$ cat src/rtl/calc_seq_requant.sv
// Per-pixel calc sequencer for the 3-slice partial-sum collector, plus the
// requantizer that turns the collector's 21-bit sum into an 8-bit result.
module calc_seq_requant #(
   parameter int CNT_W    = 7,
   parameter int CNT_LAST = 69,
   parameter int ACC_W    = 21,
   parameter int SCALE_W  = 16
) (
   input  logic               clk,
   input  logic               rst_n,
   input  logic               start,
   input  logic               data_vld,
   input  logic [ACC_W-1:0]   bias,
   input  logic [SCALE_W-1:0] scale,
   input  logic [4:0]         shift,
   input  logic               relu_en,
   input  logic [ACC_W-1:0]   sum_all,
   output logic [CNT_W-1:0]   cnt,
   output logic               in_vld,
   output logic [7:0]         compress,
   output logic               busy,
   output logic               done
);

   localparam int PROD_W = ACC_W + SCALE_W + 2;
   localparam int R_W    = PROD_W + 1;

   localparam logic [CNT_W-1:0] CNT_ONE  = {{(CNT_W-1){1'b0}}, 1'b1};
   localparam logic [CNT_W-1:0] CNT_END  = CNT_W'(CNT_LAST);
   localparam logic [CNT_W-1:0] CNT_TAIL = CNT_W'(CNT_LAST - 1);
   localparam logic [CNT_W-1:0] CNT_BEAT = CNT_W'(CNT_LAST - 2);

   localparam logic signed [R_W-1:0] R_ONE  = {{(R_W-1){1'b0}}, 1'b1};
   localparam logic signed [R_W-1:0] R_ZERO = {R_W{1'b0}};
   localparam logic signed [R_W-1:0] SAT_HI = {{(R_W-7){1'b0}}, 7'h7f};
   localparam logic signed [R_W-1:0] SAT_LO = {{(R_W-7){1'b1}}, 7'h00};

   typedef enum logic [1:0] {
      IDLE = 2'd0,
      RUN  = 2'd1,
      TAIL = 2'd2
   } state_t;

   state_t                    state_r, state_s;
   logic [CNT_W-1:0]          cnt_r, cnt_s;
   logic                      in_vld_s, load_s, prod_en_s;
   logic [ACC_W-1:0]          bias_r;
   logic [SCALE_W-1:0]        scale_r;
   logic [4:0]                shift_r;
   logic                      relu_r;
   logic signed [PROD_W-1:0]  prod_r;

   logic signed [ACC_W:0]     pre_s;
   logic signed [SCALE_W:0]   scale_x_s;
   logic signed [PROD_W-1:0]  prod_s;
   logic signed [R_W-1:0]     round_s, sum_s, r_s, lo_s;
   logic [7:0]                comp_s;

   // Next-state, counter and handshake decode
   always_comb begin
      state_s   = state_r;
      cnt_s     = cnt_r;
      in_vld_s  = 1'b0;
      load_s    = 1'b0;
      prod_en_s = 1'b0;
      case (state_r)
         IDLE: begin
            cnt_s = '0;
            if (start) begin
               state_s = RUN;
               load_s  = 1'b1;
            end else begin
               state_s = IDLE;
            end
         end
         RUN: begin
            in_vld_s = data_vld;
            if (data_vld && (cnt_r == CNT_BEAT)) begin
               cnt_s   = CNT_TAIL;
               state_s = TAIL;
            end else if (data_vld) begin
               cnt_s = cnt_r + CNT_ONE;
            end else begin
               cnt_s = cnt_r;
            end
         end
         TAIL: begin
            prod_en_s = (cnt_r == CNT_TAIL);
            if (cnt_r == CNT_END) begin
               state_s = IDLE;
               cnt_s   = '0;
            end else begin
               cnt_s = cnt_r + CNT_ONE;
            end
         end
         default: begin
            state_s = IDLE;
            cnt_s   = '0;
         end
      endcase
   end

   // Sequencer state, job configuration and stage-1 product registers
   always_ff @(posedge clk or negedge rst_n) begin
      if (!rst_n) begin
         state_r <= IDLE;
         cnt_r   <= '0;
         bias_r  <= '0;
         scale_r <= '0;
         shift_r <= 5'd0;
         relu_r  <= 1'b0;
         prod_r  <= '0;
      end else begin
         state_r <= state_s;
         cnt_r   <= cnt_s;
         if (load_s) begin
            bias_r  <= bias;
            scale_r <= scale;
            shift_r <= shift;
            relu_r  <= relu_en;
         end
         if (prod_en_s) begin
            prod_r <= prod_s;
         end
      end
   end

   assign pre_s     = $signed({sum_all[ACC_W-1], sum_all}) + $signed({bias_r[ACC_W-1], bias_r});
   assign scale_x_s = $signed({1'b0, scale_r});
   assign prod_s    = PROD_W'(pre_s) * PROD_W'(scale_x_s);

   // Half-up rounding shift; the extra bit keeps the rounding add from overflowing
   assign round_s = (shift_r != 5'd0) ? (R_ONE <<< (shift_r - 5'd1)) : R_ZERO;
   assign sum_s   = R_W'(prod_r) + round_s;
   assign r_s     = sum_s >>> shift_r;
   assign lo_s    = relu_r ? R_ZERO : SAT_LO;

   // Saturate to the signed 8-bit range, lower bound raised to 0 under ReLU
   always_comb begin
      comp_s = 8'h00;
      if (r_s > SAT_HI) begin
         comp_s = 8'h7f;
      end else if (r_s < lo_s) begin
         comp_s = lo_s[7:0];
      end else begin
         comp_s = r_s[7:0];
      end
   end

   assign cnt      = cnt_r;
   assign in_vld   = in_vld_s;
   assign compress = comp_s;
   assign busy     = (state_r != IDLE);
   assign done     = (state_r == TAIL) && (cnt_r == CNT_END);

endmodule
$ cat config.mk
export PLATFORM = sky130hd
export DESIGN_NAME = calc_seq_requant
export DESIGN_NICKNAME = d
export VERILOG_FILES = /design/src/rtl/calc_seq_requant.sv
export SDC_FILE = /design/constraint.sdc
export NUM_CORES = 1
export LEC_CHECK = 0
export BUFFER_PORTS_ARGS = -buffer_cell sky130_fd_sc_hd__buf_2
export CORE_AREA = 8 8 382 198
export DETAILED_ROUTE_END_ITERATION = 10
export DIE_AREA = 0 0 390 206
export GPL_TIMING_DRIVEN = 0
export RECOVER_POWER = 50
export SETUP_SLACK_MARGIN = 0.5
export SLEW_MARGIN = 15
export SYNTH_ARGS = -nofsm -noshare
export SYNTH_HDL_FRONTEND = slang
export SYNTH_SLANG_ARGS = --single-unit
$ cat constraint.sdc
create_clock -name clk -period 11.5 [get_ports clk]
set_clock_uncertainty 0.05 [all_clocks]
set_input_delay 0 -clock clk [delete_from_list [all_inputs] [get_ports clk]]
set_output_delay 0 -clock clk [all_outputs]
set_load 0.005 [all_outputs]
## Word-level counts from Yosys, hierarchy flattened

Index checks and enable logic that the tools add are counted.

| operators by class | value |
|---|---|
| multipliers | 1 |
| equality and inequality tests | 8 |
| multiplexer cells | 16 |
| reductions and logical operators | 6 |
| order comparisons | 2 |
| add/subtract/negate cells | 4 |
| shift-type cells | 2 |

Operators with widths:

| kind | count |
|---|---|
| $mux 40 | 2 |
| $add 39x40->40 | 1 |
| $gt 40x8->1 const B | 1 |
| $lt 40x40->1 | 1 |
| $sshl 2x5->40 const A | 1 |
| $sshr 40x5->40 | 1 |
| $mul 22x17->39 | 1 |
| $add 21x21->22 | 1 |
| $eq 7x7->1 const B | 3 |
| $mux 7 | 3 |
| $mux 8 | 2 |
| $pmux 7 s2 | 1 |
| $add 7x1->7 const B | 1 |
| $pmux 2 s3 | 1 |
| $mux 1 | 5 |
| $reduce_bool 5->1 | 1 |
| $sub 5x1->5 const B | 1 |
| $mux 2 | 2 |
| $ne 2x2->1 const B | 2 |
| $ne 3x3->1 const B | 1 |
| $eq 2x1->1 const B | 1 |
| $eq 2x2->1 const B | 1 |
| $logic_and 1x1->1 | 2 |
| $logic_not 2->1 | 1 |
| other kinds (2) | 2 |

| word-level totals | value |
|---|---|
| output and inout port bits | 18 |
| word-level logic and storage cells | 46 |
| bits in registers | 91 |

## Depth between registers and ports, before layout

Gate-level depths: netlist of run 1.

| depth | value |
|---|---|
| depth in word-level cells | 8 |
| gate-level depth with buffers | 42 |
| mapped depth without buffers | 41 |

## Worst setup path before layout of run 1

OpenSTA, ideal clock, no wires.

| timing path | value |
|---|---|
| path kind | reg2reg |
| start | register bias_r[0] |
| end | register prod_r[37] |
| stages on the path, launching flop included | 39 |
| clock period less this slack | 9.211 ns |
| library setup time | 0.134 ns |
| required time | 11.316 ns |
| arrival time | 9.027 ns |
| setup slack | 2.289 ns |
| cells stage by stage | dfrtp_1 -> ha_1 -> inv_1 -> fa_1 -> nor2b_1 -> o21ai_0 -> a21boi_0 -> o21ai_0 -> a21boi_0 -> o21ai_0 -> a21boi_0 -> o31a_1 -> o211ai_1 -> a31oi_1 -> xor2_1 -> clkbuf_1 -> nand2_1 -> fa_1 -> [... 3 more ...] -> fa_1 -> fa_1 -> inv_1 -> fa_1 -> inv_1 -> ha_1 -> a21o_1 -> a31o_2 -> or3_1 -> a31oi_1 -> nor2_1 -> a41oi_1 -> a211oi_1 -> a41o_1 -> o41ai_1 -> o21ai_0 -> xnor2_1 -> o21ai_0 |

| on the way | value |
|---|---|
| word-level cells in the longest chain between the ends | 2 |

RTL lines:

| what | RTL line | RTL |
|---|---|---|
| start: declaration | 47 | `logic [ACC_W-1:0] bias_r;` |
| start signal: assignment | 117 | `bias_r <= bias;` |
| $add 21x21->22 | 128 | `assign pre_s = $signed({sum_all[ACC_W-1], sum_all}) + $signed({bias_r[ACC_W-1], bias_r});` |
| $mul 22x17->39 | 130 | `assign prod_s = PROD_W'(pre_s) * PROD_W'(scale_x_s);` |
| end signal: assignment | 123 | `prod_r <= prod_s;` |
| end: declaration | 51 | `logic signed [PROD_W-1:0] prod_r;` |

Every way passes these cells.
A chain may end at the register's enable or synchronous reset.

## Worst setup path after layout of run 1

| timing path | value |
|---|---|
| start | register shift_r[2] |
| end | output port compress[3] |

| on the way | value |
|---|---|
| word-level cells in the longest chain between the ends | 8 |
| elaborated cells between the ends (all ways) | 10 |
| classes of those cells | 2 x add/sub; 2 x order compare; 2 x shift; 3 x mux; 1 x reduce/logical |

RTL lines:

| what | RTL line | RTL |
|---|---|---|
| start: declaration | 49 | `logic [4:0] shift_r;` |
| start signal: assignment | 119 | `shift_r <= shift;` |
| $sub 5x1->5 | 133 | `assign round_s = (shift_r != 5'd0) ? (R_ONE <<< (shift_r - 5'd1)) : R_ZERO;` |
| $sshl 2x5->40 | 133 |  |
| $mux 40 | 133 |  |
| $add 39x40->40 | 134 | `assign sum_s = R_W'(prod_r) + round_s;` |
| $sshr 40x5->40 (*) | 135 | `assign r_s = sum_s >>> shift_r;` |
| $lt 40x40->1 | 143 | `end else if (r_s < lo_s) begin` |
| $mux 8 | 143 |  |
| $mux 8 (*) | 141 | `if (r_s > SAT_HI) begin` |
| end: declaration | 20 | `output logic [7:0] compress,` |

Mark *: on every way between the ends. The rest lies on a longest branch, timed or not.

==> metrics.log, run 1 <==
INFO  metric most_area_consuming_cells_after_synthesis = sky130_fd_sc_hd__fa_1 29%, sky130_fd_sc_hd__ha_1 9.7%, sky130_fd_sc_hd__dfrtp_1 9.4%, sky130_fd_sc_hd__inv_1 7.6%, sky130_fd_sc_hd__nand2_1 5.9%
INFO  metric clock_power_share = 43.2%
INFO  metric rr_worst_depth = 39
INFO  metric tritoncts_clock_tree = yes
INFO  metric setup_total_negative_slack = 0 ps
INFO  metric tritoncts.num_buffers = 9
INFO  metric path_clk_slew = 80 ps
INFO  metric count_of_flip_flops_with_a_built_in_enable_after_synthesis = 0
INFO  metric post_route_cells_drive_above_1_share = 9.04%
INFO  metric synth_fp_nets = 3,541
INFO  metric max_cap_violations = 2
INFO  metric final_min_period_over_clock_period = 93.0%
INFO  metric slowest_delay = 790 ps
INFO  metric total_switching_power = 0.258 mW
INFO  metric average_cell_area_after_synthesis = 8.27 µm²
INFO  metric post_synth_fa_ha_maj_area_fraction = 38.7%
INFO  metric timing.max_slew.rel_slack = -166%
INFO  metric hold-path-cell-count = 4
INFO  metric fp.dieArea = 80,300 µm²
INFO  metric clk_latency = 430 ps
INFO  metric path_class = reg -> out
INFO  metric crit_arrival = 10,650 ps
INFO  metric yosys_warns = 0
INFO  metric timing.critical_path.from_type = flop
INFO  metric timing.final.ws_setup = 802 ps
INFO  metric setup_viol = 0
INFO  metric ys_ff_latch = 91
INFO  metric grt_use_total = 22.4%
INFO  metric placer_s_final_routability_congestion_estimate = 1.03
INFO  metric leakage = 13.1 nW
INFO  metric post-synth-top-area-cell = sky130_fd_sc_hd__fa_1
INFO  metric worst_ep_required_time = 11,450 ps
INFO  metric yosys.area_share.simple = 17.9%
INFO  metric power.total = 0.772 mW
INFO  metric ioPinCount = 86
INFO  metric via_count_of_the_first_global_routing_pass = 21,600
INFO  metric core_area = 70,100 µm²
INFO  metric syn2layout_area_growth = 11.2%
INFO  metric cellPowerDensity = 28.6 nW/µm²
INFO  metric clockBufferDepth = 2
INFO  metric detail_route.wirelength = 89.0 mm
INFO  metric drt_pre_antenna_iters = 8
INFO  metric path_max_fanout = 10
INFO  metric cell_internal_pwr = 0.514 mW
INFO  metric violations = max-capacitance violations, max-slew violations
INFO  metric yosysSeqAreaShare = 9.38%
INFO  metric synth-xor-area-share = 2.89%
INFO  metric seqPwrFrac = 41.4%
INFO  metric chipWidth = 390 µm
INFO  metric final_routed_drc_violation_total = 0
INFO  metric clock_sinks = 91
INFO  metric placement.setup.worst_slack = -411 ps
INFO  metric floorplan.rows = 69
INFO  metric status = finished with violations
INFO  metric detailed_place.area = 25,900 µm²
INFO  metric finalMaxSlewViolations = 93
INFO  metric placement.io_buffers = 85
INFO  metric detailed_router_s_first_iteration_violation_count = 2,654
INFO  metric synth-async-reset-ratio = 100%
INFO  metric worst-slew-pin-transition = 3990 ps
INFO  metric timing.fmax = 93.5 MHz
INFO  metric place.detailed.hpwl = 76.3 mm
INFO  metric slowest_stage_cell_crit_path = sky130_fd_sc_hd__a311oi_1
INFO  metric overflow = 0
INFO  metric antenna_found_initial = 5
INFO  metric clk_root_buffer_cell = sky130_fd_sc_hd__clkbuf_16
INFO  metric syn_area = 24,300 µm²
INFO  metric min_period = 10,700 ps
INFO  metric grt_pass1_wl = 136 mm
INFO  metric die_y = 206 µm
INFO  metric grt_start_max_net_pins = 66
INFO  metric worstSetupEndpointType = output pin
INFO  metric vias = 22,200
INFO  metric synth-compound-area-share = 15.9%
INFO  metric final_area = 27,000 µm²
INFO  metric synthMuxAreaShare = 5.15%
INFO  metric worst_hold_path_type = in -> reg
INFO  metric detail_route.vias_per_cell = 5.48
INFO  metric drtAntennaViolNets = 0
INFO  metric ir_worst_vdd = 0.0604 mV
INFO  metric hold_viol = 0
INFO  metric grt_setup_unrepaired = yes
INFO  metric initial_utilization = 34.6%
INFO  metric dominant_combinational_cell_family_by_area_after_synthesis = adder cells
INFO  metric synthDominantCellAreaShare = 29.0%
INFO  metric htreeDepth = 3
INFO  metric comb_power_share = 15.4%
INFO  metric yosys.cell_types.count = 94
INFO  metric post_layout_net_count = 3,698
INFO  metric wl_per_cell = 21.9 µm
INFO  metric most_instantiated_flip_flop_cell_in_the_synthesis_netlist = sky130_fd_sc_hd__dfrtp_1
INFO  metric power_switching_share = 33.4%
INFO  metric synthCells = 2,934
INFO  metric hold_ws = 169 ps
## stage by stage
stage               instances  utilization, %
floorplan                2934               -
global placement         3977            36.9
detailed placement       3979            37.0
CTS                      4043            38.2
global route             4054            38.5
finish                   4056            38.5
## power groups by stage
| stage | Sequential, mW | Combinational (mW) | Clock, mW |
|---|---|---|---|
| after floorplan | 0.326 | 0.0429 | 0 |
| after global placement | 0.326 | 0.0954 | 0 |
| after detailed placement | 0.326 | 0.0973 | 0 |
| after CTS | 0.320 | 0.113 | 0.344 |
| after global routing | 0.320 | 0.127 | 0.358 |
| final | 0.320 | 0.119 | 0.333 |
## cell type report
class | count | area (µm²)
antenna | 2 | 5.00
buffer | 145 | 632
clock buffer | 9 | 225
clock inverter | 7 | 68.8
fill | 7312 | 43100
inverter | 496 | 1860
multi-input combinational | 2202 | 19700
sequential | 91 | 2280
tap | 958 | 1200
timing repair buffer | 146 | 987
## critical path, delay by kind of cell, from the launching register on
family	cells	cell delay, ps
adder cells (fa/ha/maj)	2	680
multiplexers	1	450
buffers and inverters	8	2910
AND/OR/NAND/NOR	8	1470
AO/OA/AOI/OAI	17	4340
flip-flops	1	340
## routing by layer
metal	wire, µm	part of all wire [%]	global-route usage [%]	vias up
met2	29900	34	26.7	1139
met3	13500	15	11.6	66
met4	1230	1.4	3.53	2
li1	-	-	-	9996
met1	44300	50	34.7	11000
met5	35	0.039	0	-
## worst paths after layout
check / slack [ps] / startpoint / to
max: 800 / shift_r[2] / compress[3]
min: 170 / sum_all[0] / prod_r[0]
max reg2reg: 940 / bias_r[0] / prod_r[37]
min reg2reg: 440 / prod_r[21] / prod_r[21]
max in group asynchronous: 7180 / rst_n / relu_r
min in group asynchronous: 630 / rst_n / bias_r[1]
## synthesized netlist by cell type, drive strengths merged (6+ instances only)
master / instances
xor2: 31
buf: 39
o311ai: 9
or3: 19
o2111ai: 9
o21a: 23
o211ai: 18
a32oi: 6
a311oi: 6
fa: 351
inv: 494
a21boi: 8
nand3: 43
nand2: 384
a31oi: 20
o31ai: 15
o21bai: 11
nor4: 11
mux4: 11
a221oi: 10
nor2: 161
nor2b: 22
nand4: 32
and2: 130
o221ai: 7
o22ai: 18
and3: 23
o31a: 6
a211o: 8
xnor2: 49
o21ai: 134
nor3: 43
dfrtp: 91
a211oi: 34
nand2b: 26
a21oi: 121
mux2i: 28
a21o: 42
ha: 188
clkbuf: 106
mux2: 64
## logic make-up after synthesis
group           count (synthesis)
xor+xnor                       80
compound gates                559
fa+ha+maj                     539
flops                          91
simple gates                  920
other cells                     1
mux                           103
buf+inv                       641
## cells in the final DEF (no fill, tap or decap), types with 10 or more instances in the layout
master / netlist / routed
sky130_fd_sc_hd__a211oi_1: 30 / 30
sky130_fd_sc_hd__a21o_1: 42 / 42
sky130_fd_sc_hd__a21oi_1: 118 / 116
sky130_fd_sc_hd__a31oi_1: 17 / 16
sky130_fd_sc_hd__and2_1: 130 / 129
sky130_fd_sc_hd__and3_1: 23 / 23
sky130_fd_sc_hd__buf_1: 15 / 13
sky130_fd_sc_hd__buf_2: 18 / 96
sky130_fd_sc_hd__buf_4: 3 / 15
sky130_fd_sc_hd__clkbuf_1: 106 / 103
sky130_fd_sc_hd__clkbuf_2: 0 / 12
sky130_fd_sc_hd__dfrtp_1: 91 / 90
sky130_fd_sc_hd__dlygate4sd3_1: 0 / 45
sky130_fd_sc_hd__fa_1: 351 / 351
sky130_fd_sc_hd__ha_1: 188 / 188
sky130_fd_sc_hd__inv_1: 492 / 492
sky130_fd_sc_hd__mux2_2: 63 / 63
sky130_fd_sc_hd__mux2i_1: 28 / 27
sky130_fd_sc_hd__mux4_2: 11 / 11
sky130_fd_sc_hd__nand2_1: 384 / 384
sky130_fd_sc_hd__nand2b_1: 26 / 26
sky130_fd_sc_hd__nand3_1: 43 / 43
sky130_fd_sc_hd__nand4_1: 32 / 32
sky130_fd_sc_hd__nor2_1: 160 / 159
sky130_fd_sc_hd__nor2b_1: 22 / 22
sky130_fd_sc_hd__nor3_1: 43 / 43
sky130_fd_sc_hd__nor4_1: 11 / 10
sky130_fd_sc_hd__o211ai_1: 18 / 18
sky130_fd_sc_hd__o21a_1: 23 / 23
sky130_fd_sc_hd__o21ai_0: 119 / 116
sky130_fd_sc_hd__o21ai_1: 10 / 12
sky130_fd_sc_hd__o22ai_1: 18 / 18
sky130_fd_sc_hd__o31ai_1: 14 / 13
sky130_fd_sc_hd__or3_1: 19 / 19
sky130_fd_sc_hd__xnor2_1: 49 / 41
sky130_fd_sc_hd__xor2_1: 31 / 29
## timing repair
item	CTS	global route
pin swaps	2	5
hold endpoints to repair	138	0
resized for setup	16	48
endpoints found under the setup margin	16	16
hold buffers	46	0
setup buffers	2	11
## sequential cells by signal (all words and copies together), names as in the netlist
register,cells
shift_r,5
bias_r,21
scale_r,16
state_r,2
cnt,7
relu_r,1
prod_r,39
(Power assumes the default switching activity.)
==> run 2: changes to the inputs <==
CTS_BUF_LIST = sky130_fd_sc_hd__clkbuf_4 sky130_fd_sc_hd__clkbuf_8   (was unset)
PLACE_DENSITY = 0.46   (was unset)
==> metrics.log, run 2 (synthesis results as in run 1) <==
INFO  metric clk_latency = 520 ps
INFO  metric ioPinCount = 86
INFO  metric detail_route.vias_per_cell = 5.57
INFO  metric crit_arrival = 10,570 ps
INFO  metric slowest_delay = 550 ps
INFO  metric detailed_router_s_first_iteration_violation_count = 2,607
INFO  metric post_layout_net_count = 3,703
INFO  metric detail_route.wirelength = 103 mm
INFO  metric worst-slew-pin-transition = 4460 ps
INFO  metric min_period = 10,620 ps
INFO  metric chipWidth = 390 µm
INFO  metric worst_path_dominant_cell_family = compound AO/OA/AOI/OAI gates
INFO  metric htreeDepth = 3
INFO  metric ir_worst_vdd = 0.0505 mV
INFO  metric antenna_found_initial = 10
INFO  metric grt_pass1_wl = 152 mm
INFO  metric path_clk_slew = 140 ps
INFO  metric floorplan.rows = 69
INFO  metric vias = 22,600
INFO  metric fp.dieArea = 80,300 µm²
INFO  metric layout_common_cells = 492 x sky130_fd_sc_hd__inv_1, 384 x sky130_fd_sc_hd__nand2_1, 350 x sky130_fd_sc_hd__fa_1
INFO  metric die_y = 206 µm
INFO  metric placement.setup.worst_slack = -498 ps
INFO  metric timing.final.ws_setup = 881 ps
INFO  metric place.detailed.hpwl = 87.6 mm
INFO  metric layout_top_registers = prod_r (39), bias_r (21), scale_r (16)
INFO  metric placer_s_final_routability_congestion_estimate = 1.02
INFO  metric layout.filler_cells = 7,379
INFO  metric most_common_cell_after_layout_fill_and_taps_aside = sky130_fd_sc_hd__inv_1
INFO  metric syn2layout_area_growth = 11.1%
INFO  metric post_route_cells_drive_above_1_share = 9.77%
INFO  metric status = finished with violations
INFO  metric tritoncts.num_buffers = 9
INFO  metric path_class = reg -> out
INFO  metric path_common_cell = sky130_fd_sc_hd__a21oi_1
INFO  metric initial_utilization = 34.6%
INFO  metric placement.io_buffers = 85
INFO  metric final_routed_drc_violation_total = 0
INFO  metric finalCoreUtilization = 38.5%
INFO  metric hold_ws = 50.1 ps
INFO  metric flip_flop_count_of_the_largest_register_all_copies_and_words_added = 39
INFO  metric core_area = 70,100 µm²
INFO  metric setup_viol = 0
INFO  metric max_cap_violations = 2
INFO  metric finalMaxSlewViolations = 71
INFO  metric cellPowerDensity = 26.4 nW/µm²
INFO  metric hold_viol = 0
INFO  metric largest-register = prod_r
INFO  metric path_max_fanout = 10
INFO  metric worst_hold_path_type = in -> reg
INFO  metric path_buf_inv = 8
INFO  metric timing.critical_path.from_type = flop
INFO  metric worst_ep_required_time = 11,450 ps
INFO  metric timing.fmax = 94.2 MHz
INFO  metric slowest_stage_cell_crit_path = sky130_fd_sc_hd__o221ai_2
INFO  metric clk_root_buffer_cell = sky130_fd_sc_hd__clkbuf_8
INFO  metric timing.max_slew.rel_slack = -197%
INFO  metric drtAntennaViolNets = 0
INFO  metric via_count_of_the_first_global_routing_pass = 22,300
INFO  metric drt_pre_antenna_iters = 7
INFO  metric final_min_period_over_clock_period = 92.3%
INFO  metric clockBufferDepth = 2
INFO  metric clock_sinks = 91
INFO  metric wl_per_cell = 25.4 µm
INFO  metric violations = max-capacitance violations, max-slew violations
INFO  metric leakage = 13.1 nW
INFO  metric worstSetupEndpointType = output pin
INFO  metric tritoncts_clock_tree = yes
INFO  metric overflow = 0
INFO  metric grt_setup_unrepaired = no
INFO  metric grt_use_total = 25.6%
INFO  metric grt_start_max_net_pins = 70
run 2: cell types whose count changed in the layout (fill, tap and decap cells not counted), moves of 3 or more:
cell                        previous run  this run
sky130_fd_sc_hd__buf_1                13        10
sky130_fd_sc_hd__buf_4                15        21
sky130_fd_sc_hd__clkbuf_1            103        94
sky130_fd_sc_hd__clkbuf_16             9         0
sky130_fd_sc_hd__clkbuf_2             12        20
sky130_fd_sc_hd__clkbuf_8              0         9
sky130_fd_sc_hd__xnor2_2               6         9
run 2: area by class of cell:
| cell class | instances | area, µm² | area share (%) |
|---|---|---|---|
| diodes | 2 | 5.00 | 0.0186 |
| inverters | 496 | 1860 | 6.90 |
| well taps | 958 | 1200 | 4.44 |
| clock buffers | 9 | 124 | 0.459 |
| flip-flops and latches | 91 | 2280 | 8.45 |
| plain buffers | 145 | 653 | 2.42 |
| repair buffers | 151 | 1020 | 3.80 |
| multi-input cells | 2202 | 19800 | 73.2 |
| clock inverters | 7 | 71.3 | 0.264 |
run 2: final timing paths:
path                             from     endpoint  slack (ps)  cells past startpoint
max                        shift_r[2]  compress[7]         880                     36
min                        sum_all[0]    prod_r[0]          50                      4
max reg2reg                 bias_r[1]   prod_r[37]         930                     37
min reg2reg                prod_r[13]   prod_r[13]         460                      2
max in group asynchronous       rst_n    bias_r[9]        6490                      4
min in group asynchronous       rst_n   bias_r[14]        1100                      4
run 2: timing repair:
action | in CTS | in global routing
cloned | 0 | 0
hold endpoints to repair | 143 | 0
endpoints found under the setup margin | 16 | 15
pin swaps | 2 | 11
gates resized for setup | 36 | 54
setup buffers | 3 | 13
hold buffers | 47 | 0
run 2: metal layers:
layer	global-route usage, %	wire [µm]	vias to the layer above
li1	-	-	10000
met3	11.9	14000	80
met1	41.4	54100	11500
met5	2.30	289	-
met2	29.5	33700	1020
met4	3.45	1150	8
run 2: stage by stage:
| step | TNS, ps | power (mW) | cells | instance area (µm²) |
|---|---|---|---|---|
| 3_3_place_gp | -2660 | 0.425 | 3977 | 25900 |
| 2_1_floorplan | 0 | 0.369 | 2934 | 24300 |
| 5_1_grt | 0 | 0.738 | 4059 | 27000 |
| 6_report | 0 | 0.711 | 4061 | 27000 |
| 4_1_cts | 0 | 0.723 | 4046 | 26800 |
| 3_5_place_dp | -1510 | 0.428 | 3980 | 26000 |
run 2: worst min-delay path, delay by kind of cell:
family	cells	cell delay [ps]
adders and majority gates	1	330
AOI/OAI and AO/OA	1	70
and+or+nand+nor	1	110
buffers and inverters	1	80
run 2: report_power, final:
part	total, mW	switching (mW)	internal [mW]
Combinational	0.126	0.0827	0.0433
Clock	0.265	0.181	0.0840
Sequential	0.320	0	0.320
==> run 3: changes to the inputs <==
clock period = 12.6 ns   (was 11.5 ns; I/O delays follow)
==> metrics.log, run 3 (synthesis results as in run 1) <==
INFO  metric clk_root_buffer_cell = sky130_fd_sc_hd__clkbuf_8
INFO  metric global_route.usage.met2 = 29.5%
INFO  metric overflow = 0
INFO  metric max_cap_violations = 2
INFO  metric place.detailed.hpwl = 87.6 mm
INFO  metric placement.io_buffers = 85
INFO  metric drtAntennaViolNets = 0
INFO  metric layout_top_registers = prod_r (39), bias_r (21), scale_r (16)
INFO  metric setup.reg_to_reg.worst_slack = 1150 ps
INFO  metric status = finished with violations
INFO  metric detail_route.wirelength = 103 mm
INFO  metric stdcell_count = 4,046
INFO  metric grt_pass1_wl = 151 mm
INFO  metric timing.max_slew.rel_slack = -195%
INFO  metric groute.layer.met3.usage = 11.5%
INFO  metric layout.filler_cells = 7,396
INFO  metric ioPinCount = 86
INFO  metric slowest_stage_cell_crit_path = sky130_fd_sc_hd__a221oi_1
INFO  metric placer_s_final_routability_congestion_estimate = 1.02
INFO  metric drt_pre_antenna_iters = 6
INFO  metric detail_route.vias_per_cell = 5.58
INFO  metric grt_use_total = 25.5%
INFO  metric rr_worst_depth = 35
INFO  metric via_count_of_the_first_global_routing_pass = 22,200
INFO  metric clk_latency = 540 ps
INFO  metric most_common_cell_after_layout_fill_and_taps_aside = sky130_fd_sc_hd__inv_1
INFO  metric path_clk_slew = 140 ps
INFO  metric timing.critical_path.from_type = flop
INFO  metric finalMaxSlewViolations = 72
INFO  metric setup_viol = 0
INFO  metric path_max_fanout = 10
INFO  metric vias = 22,600
INFO  metric tritoncts_clock_tree = yes
INFO  metric post_layout_net_count = 3,687
INFO  metric hold_viol = 0
INFO  metric worstSetupEndpointType = output pin
INFO  metric worst_hold_path_type = in -> reg
INFO  metric grtUsageMet1 = 41.6%
INFO  metric core_area = 70,100 µm²
INFO  metric fp.dieArea = 80,300 µm²
INFO  metric flip_flop_count_of_the_largest_register_all_copies_and_words_added = 39
INFO  metric final_min_period_over_clock_period = 94.0%
INFO  metric crit_arrival = 11,790 ps
INFO  metric worst-slew-pin-transition = 4420 ps
INFO  metric die_y = 206 µm
INFO  metric clockBufferDepth = 2
INFO  metric cellPowerDensity = 24.3 nW/µm²
INFO  metric slowest_delay = 810 ps
INFO  metric path_buf_inv = 8
INFO  metric placed_cells_incl_taps = 3,980
INFO  metric worst_ep_required_time = 12,550 ps
INFO  metric antenna_found_initial = 10
INFO  metric detailed_router_s_first_iteration_violation_count = 2,639
INFO  metric grt_setup_unrepaired = no
INFO  metric layout_common_cells = 492 x sky130_fd_sc_hd__inv_1, 384 x sky130_fd_sc_hd__nand2_1, 351 x sky130_fd_sc_hd__fa_1
INFO  metric chipWidth = 390 µm
INFO  metric gr_busiest_metal = met1
INFO  metric min_period = 11,840 ps
INFO  metric tritoncts.num_buffers = 9
INFO  metric grt_start_max_net_pins = 70
INFO  metric violations = max-capacitance violations, max-slew violations
INFO  metric min_from = sum_all[0]
INFO  metric floorplan.rows = 69
INFO  metric syn2layout_area_growth = 10.1%
INFO  metric worstHoldEndpoint = prod_r[0]
INFO  metric hold-path-cell-count = 4
INFO  metric leakage = 12.9 nW
INFO  metric worst_path_dominant_cell_family = compound AO/OA/AOI/OAI gates
INFO  metric ir_worst_vdd = 0.0482 mV
INFO  metric critical_path.reg2reg.endpoint = prod_r[37]
INFO  metric regToRegStartpoint = bias_r[1]
INFO  metric timing.fmax = 84.4 MHz
INFO  metric final_routed_drc_violation_total = 0
INFO  metric post_route_cells_drive_above_1_share = 8.10%
INFO  metric clock_sinks = 91
INFO  metric largest-register = prod_r
INFO  metric wl_per_cell = 25.4 µm
INFO  metric setup_total_negative_slack = 0 ps
INFO  metric path_class = reg -> out
INFO  metric initial_utilization = 34.6%
INFO  metric htreeDepth = 3
[run 3: report_power, final]
group	internal, mW	leakage (nW)	switching, mW
Clock	0.0766	0.0927	0.171
Sequential	0.292	1.08	0
Combinational	0.0357	11.8	0.0741
Total	0.404	12.9	0.245
[run 3: final cells by class]
class / instances / area, µm² / share of cell area, %
Antenna cell: 3 / 7.51 / 0.0281
Buffer: 145 / 609 / 2.28
Clock buffer: 9 / 124 / 0.464
Clock inverter: 7 / 71.3 / 0.267
Inverter: 496 / 1860 / 6.97
Multi-Input combinational cell: 2202 / 19700 / 73.6
Sequential cell: 91 / 2280 / 8.53
Tap cell: 958 / 1200 / 4.49
Timing Repair Buffer: 135 / 905 / 3.39
[run 3: timing repair]
item,CTS,global route
buffers inserted,0,0
endpoints found under the setup margin,7,12
endpoints found under the hold margin,143,0
hold buffers,47,0
pin swaps,0,1
gates resized for setup,1,29
[run 3: worst max-delay path by stage]
stage / startpoint / endpoint / slack, ps / cells after the start
6_report: shift_r[2] / compress[7] / 760 / 34
4_1_cts: bias_r[0] / prod_r[37] / 550 / 38
3_5_place_dp: bias_r[0] / prod_r[37] / 600 / 38
2_1_floorplan: bias_r[0] / prod_r[37] / 3390 / 38
5_1_grt: shift_r[2] / compress[7] / 520 / 35
3_3_place_gp: bias_r[1] / prod_r[37] / 550 / 35
[run 3: worst min-delay path, cell delays in order]
cell,delay (ps)
sky130_fd_sc_hd__buf_2,80
sky130_fd_sc_hd__ha_1,330
sky130_fd_sc_hd__nand2_1,110
sky130_fd_sc_hd__o21ai_0,70
[run 3: metal layers]
| metal | up-vias | part of all wire (%) | wire length (µm) |
|---|---|---|---|
| li1 | 9974 | - | - |
| met1 | 11400 | 52 | 53500 |
| met2 | 1069 | 33 | 33900 |
| met3 | 76 | 14 | 14300 |
| met4 | 8 | 0.85 | 879 |
| met5 | - | 0.29 | 296 |
[run 3: per-stage QoR]
step	utilization, %	area [µm²]	power (mW)	hold slack (ps)	worst slack [ps]
finish	38.1	26700	0.649	26.8	757
global route	38.1	26700	0.671	42.8	523
CTS	38.0	26600	0.657	10.9	550
detailed placement	37.0	26000	0.391	-166	602
global placement	36.9	25900	0.388	180	546
floorplan	-	24300	0.337	-346	3390
